**src/rtl/free_list.sv**
```systemverilog
// free_list: circular FIFO of free physical register tags for R10K-style renaming.
// A speculative head feeds dispatch; an architectural head lets a mispredict reclaim in-flight tags.
module free_list #(
    parameter int PREG_NUMBER = 64,
    parameter int AREG_NUMBER = 32,
    parameter bit DEBUG = 1'b1,
    localparam int TW = $clog2(PREG_NUMBER),
    localparam int FL_SIZE = PREG_NUMBER - AREG_NUMBER,
    localparam int PW = $clog2(FL_SIZE) + 1
) (
    input  logic                clk,
    input  logic                reset,
    input  logic                dispatch_en_i,
    input  logic                dispatch_size_i,
    input  logic [1:0]          retire_en_i,
    input  logic [1:0][TW-1:0]  T_old_i,
    input  logic                branch_mispredicted_i,
    output logic [1:0][TW-1:0]  freeReg_o,
    output logic [1:0]          free_status_o,
    output logic [PW-1:0]       head_debug,
    output logic [PW-1:0]       head_arch_debug,
    output logic [PW-1:0]       tail_debug,
    output logic [PW-1:0]       count_debug
);
    localparam int IW = PW - 1;

    logic [TW-1:0] entries [FL_SIZE];
    logic [PW-1:0] head_spec, head_arch, tail, count, n, head_spec_next;
    logic [IW-1:0] hs_idx1, wr_idx1;
    logic          grant;

    assign count = tail - head_spec;
    assign n = PW'(retire_en_i[0]) + PW'(retire_en_i[1]);
    // Availability uses the pre-update count: tags retired this cycle are not yet allocatable.
    assign grant = dispatch_en_i && !branch_mispredicted_i &&
                   (dispatch_size_i ? count >= PW'(2) : count != '0);
    assign head_spec_next = branch_mispredicted_i ? head_arch + n :
                            head_spec + (grant ? (dispatch_size_i ? PW'(2) : PW'(1)) : PW'(0));
    assign hs_idx1 = head_spec[IW-1:0] + IW'(1);
    assign wr_idx1 = tail[IW-1:0] + IW'(retire_en_i[0]);

    assign freeReg_o[0] = entries[head_spec[IW-1:0]];
    assign freeReg_o[1] = entries[hs_idx1];
    assign free_status_o = count == '0 ? 2'b00 : count == PW'(1) ? 2'b01 : 2'b10;

    assign head_debug      = DEBUG ? head_spec : '0;
    assign head_arch_debug = DEBUG ? head_arch : '0;
    assign tail_debug      = DEBUG ? tail : '0;
    assign count_debug     = DEBUG ? count : '0;

    always_ff @(posedge clk or posedge reset) begin
        if (reset) begin
            for (int i = 0; i < FL_SIZE; i++) entries[i] <= TW'(AREG_NUMBER + i);
            head_spec <= '0;
            head_arch <= '0;
            tail      <= PW'(FL_SIZE);
        end else begin
            if (retire_en_i[0]) entries[tail[IW-1:0]] <= T_old_i[0];
            if (retire_en_i[1]) entries[wr_idx1] <= T_old_i[1];
            head_spec <= head_spec_next;
            head_arch <= head_arch + n;
            tail      <= tail + n;
        end
    end

    if (DEBUG) begin : g_chk
        a_no_overflow: assert property (@(posedge clk) disable iff (reset)
            32'(count) + 32'(n) <= 32'(FL_SIZE));
    end
endmodule
```
**config.mk**
```make
export PLATFORM = sky130hd
export DESIGN_NAME = free_list
export DESIGN_NICKNAME = d
export VERILOG_FILES = /design/src/rtl/free_list.sv
export SDC_FILE = /design/constraint.sdc
export NUM_CORES = 1
export LEC_CHECK = 0
export ABC_AREA = 1
export BUFFER_PORTS_ARGS = -buffer_cell sky130_fd_sc_hd__buf_4
export CORE_MARGIN = 10
export CORE_UTILIZATION = 25
export DETAILED_ROUTE_END_ITERATION = 8
export GPL_TIMING_DRIVEN = 0
export PLACE_DENSITY = 0.39
export SYNTH_ARGS = -nofsm -noshare
export SYNTH_HDL_FRONTEND = slang
export SYNTH_SLANG_ARGS = --single-unit
```
**constraint.sdc**
```tcl
create_clock -name clk -period 7.6 [get_ports clk]
set_clock_uncertainty 0.05 [all_clocks]
set_input_delay 0.76 -clock clk [delete_from_list [all_inputs] [get_ports clk]]
set_output_delay 0.76 -clock clk [all_outputs]
set_load 0.03 [all_outputs]
```
==> summary.md <==
| Metric | Value |
|---|---|
| GP Congestion | 0.982 |
| FF-to-FF path depth | 16 |
| Buffers & Inverters on Critical Path | 4 |
| Share of cells above drive strength 1 | around 14% |
| Crit path largest cell delay | between 0.6 and 0.7 ns |
| Dpl ws | roughly 3.3 ns |
| Yosys cell types | 39 |
| Post-CTS sizing | 0 |
| Post-Layout Inst Area | 17800 µm² |
| Pin count of the biggest net entering global routing | 110 |
| # IOs | 57 |
| Fillers | about 6800 |
| CTS tree | built |
| Max-Cap Viols | 0 |
| RSZ-0062 raised after global routing | no |
| Slew @ Worst Pin | roughly 1.3 ns |
| Clk buf depth | 3 |
| NumNets Final | roughly 2500 |
| Pre-antenna DRT Iters | 5 |
| P_leak | between 8 and 9 nW |
| Rel. slew slack | a little over a tenth |
| Top cells by area, synth | nand2_1 (25%), dfstp_2 (19%), dfrtp_1 (16%) |
| Yosys reg bits | 210 |
| Num CTS Buffers | 28 |
| Non-Filler Instances | 3224 |
| Hold Crit Class | in2async |
| Most common cell in the netlist | nand2_1 |
| DRC errors left | 0 |
| Top delay family on crit path | buffers and inverters |
| Wire per inst | 25.8 µm |
| Worst-path clk slew | 0.06 ns |
| Fin crit share | about three fifths |
| Top FF cell, synth | dfstp_2 |
| Tmin final | about 4.7 ns |
| Global route overflow | 0 |
| Post-synth EDFFs | 0 |
| Clock latency on the worst-skew pair | 0.58 ns |
| Worst path depth | 11 |
| Outcome | completed |
| Pwr dens | around 560 nW/µm² |
| Instance count of the mapped netlist | 2330 |
| Worst EP arrival | between 3 and 4 ns |
| Total global-route track usage | a little under a quarter |
| Synth Area per Inst | between 6 and 7 µm² |
| Root buf cell | clkbuf_16 |
| Critical Path Fanout Max | 10 |
| GRT busiest layer | met2 |
| Post-Route WL | approximately 83000 µm |
| Die Area | just over 70000 µm² |
| Num rows | 90 |
| Share of the synthesized area in the top cell type | approximately 25% |
| Initial antenna violation count | 1 |
| Critical path class | reg2out |
| Crit-path cells | ha_1 -> clkbuf_1 -> buf_2 -> buf_1 -> o211ai_1 -> nand3_1 -> nand3_1 -> nand2_1 -> nand2_1 -> nand2_1 -> buf_4 |
| Post-route ant nets | 0 |
| Syn. warnings | 0 |
| DR vias/cell | ~5.2 |
| Input/output buffers | between 50 and 60 |
| Crit path setup slack, layout | between 2 and 3 ns |
| Placed insts | around 3200 |
| Cell taking the most area after synthesis | nand2_1 |
| Startpoint Class | flip-flop |
| Net Count, Synth | 2368 |
| CP Capture Type | output port |
| DRT iter0 DRCs | between 1500 and 2000 |
| Met3 Use GR | between 3 and 4% |
| Starting density of the core | between 20% and 30% |
| Die width | between 200 and 300 µm |
| Postcts setup bufs | 0 |
| Ys async rst share | 100% |
| Die Ht | about 270 µm |
| Global-route wire length before repair | between 100000 and 150000 µm |
| DR vias | roughly 17000 |
| Vias in the first global route | roughly 16000 |
| Slew Limit Fails | 0 |
| Crit-path most repeated cell | nand2_1 |
| Sink Count | 210 |
| Grt met2 use | roughly 36% |
| Final hold vios | 0 |
| Max Fclk | ~0.21 GHz |
| Post-DP Area | between 15000 and 20000 µm² |
| GRT met1 Usage | roughly a third |
| CTS H-tree depth | 1 |
| Hold Buf Count CTS | 0 |
| Register area share after synthesis | 35.4% |
| Fin util | 29.5% |
| Layout overhead on the synthesized area | 16.5% |
| Top post-synthesis cells by count | nand2_1 (1029), o21ai_0 (247), inv_1 (149), nand3_1 (138), dfstp_2 (113) |
| Post-DP HPWL | between 60000 and 70000 µm |
| Setup violators final | 0 |
| CORE AREA | 60400 µm² |
| Slowest-stage cell, CP | buf_1 |
| Cell Area, Synth | about 15000 µm² |
| Max IR drop VDD | roughly 0.22 mV |
| Worst EP required | between 6 and 7 ns |
-- cell families after synthesis --
logic type / synth area share, %
buf+inv: 8.54
simple gates: 35.9
compound gates: 17.1
flops: 35.4
fa+ha+maj: 1.75
xor+xnor: 1.32
-- layout by cell type, fill, tap and decap left out, types with 19 or more instances in the layout --
master and instances:
dfrtp_1 97, buf_4 58, a21oi_1 92, nand3_1 138, inv_1 148, o211ai_1 91
nand2_1 1029, o21ai_0 247, nor2_1 51, clkbuf_1 96, nor2_4 36, buf_2 30
o21ai_1 43, clkbuf_16 29, dfstp_2 113, inv_2 19
-- worst reg2reg max path, stage by stage, from the launching register on --
cell and delay [ns]:
dfrtp_1 0.52, buf_2 0.29, clkinv_1 0.35, clkbuf_1 0.58
fa_1 0.65, xnor2_1 0.24, nand3_1 0.10, nor2_1 0.17
nand3_1 0.15, nand2_1 0.11, nor2_1 0.05, ha_1 0.27
a21oi_1 0.08, nor3_1 0.28, nand3_1 0.12, nand3_1 0.13
nand2_1 0.06
-- metrics by stage --
| stage | total power [mW] | TNS (ns) | hold slack [ns] |
|---|---|---|---|
| 3_3_place_gp | 8.33 | -230.20 | 0.457 |
| 3_5_place_dp | 8.38 | 0 | 0.460 |
| 5_1_grt | 10.5 | 0 | 0.310 |
| 2_1_floorplan | 5.86 | 0 | 0.490 |
| 4_1_cts | 9.88 | 0 | 0.299 |
| 6_report | 9.99 | 0 | 0.253 |
-- cell type report --
type / count / area, µm² / area share (%)
antenna: 1 / 2.50 / 0.0141
buffer: 146 / 662 / 3.72
clock buffer: 42 / 895 / 5.03
clock inverter: 10 / 110 / 0.619
inverter: 171 / 649 / 3.65
multi-input combinational: 1803 / 8580 / 48.3
sequential: 210 / 5400 / 30.4
tap: 782 / 978 / 5.50
timing repair buffer: 59 / 498 / 2.80
-- power breakdown --
part | switching (mW) | internal, mW | total (mW) | leakage (nW)
Combinational | 4.46 | 1.75 | 6.21 | 5.24
Sequential | 0.531 | 1.80 | 2.33 | 2.40
Clock | 0.580 | 0.875 | 1.46 | 0.489
-- sequential cells by signal (all words and copies together), names as in the netlist --
register / cells
entries: 192
head_arch_debug: 6
head_debug: 6
tail_debug: 6
-- metal layers --
metal	wire length (µm)	share of wire [%]	vias to the layer above
met5	0	0	-
met4	2630	3.2	0
met3	5610	6.8	132
met2	36900	44	684
met1	37800	46	8118
li1	-	-	7691
-- worst paths after layout --
path,startpoint,to,slack (ns)
setup / recovery,head_debug[0]$_DFF_PP0_,freeReg_o[10],2.91
hold / removal,reset,entries[154]$_DFF_PP0_,0.25
setup reg to reg,head_debug[1]$_DFF_PP0_,head_debug[5]$_DFF_PP0_,3.28
hold reg to reg,tail_debug[5]$_DFF_PP1_,tail_debug[5]$_DFF_PP1_,0.47
max in group asynchronous,reset,entries[26]$_DFF_PP0_,6.17
min in group clk,T_old_i[11],entries[5]$_DFF_PP1_,0.40
(Power assumes the default switching activity.)
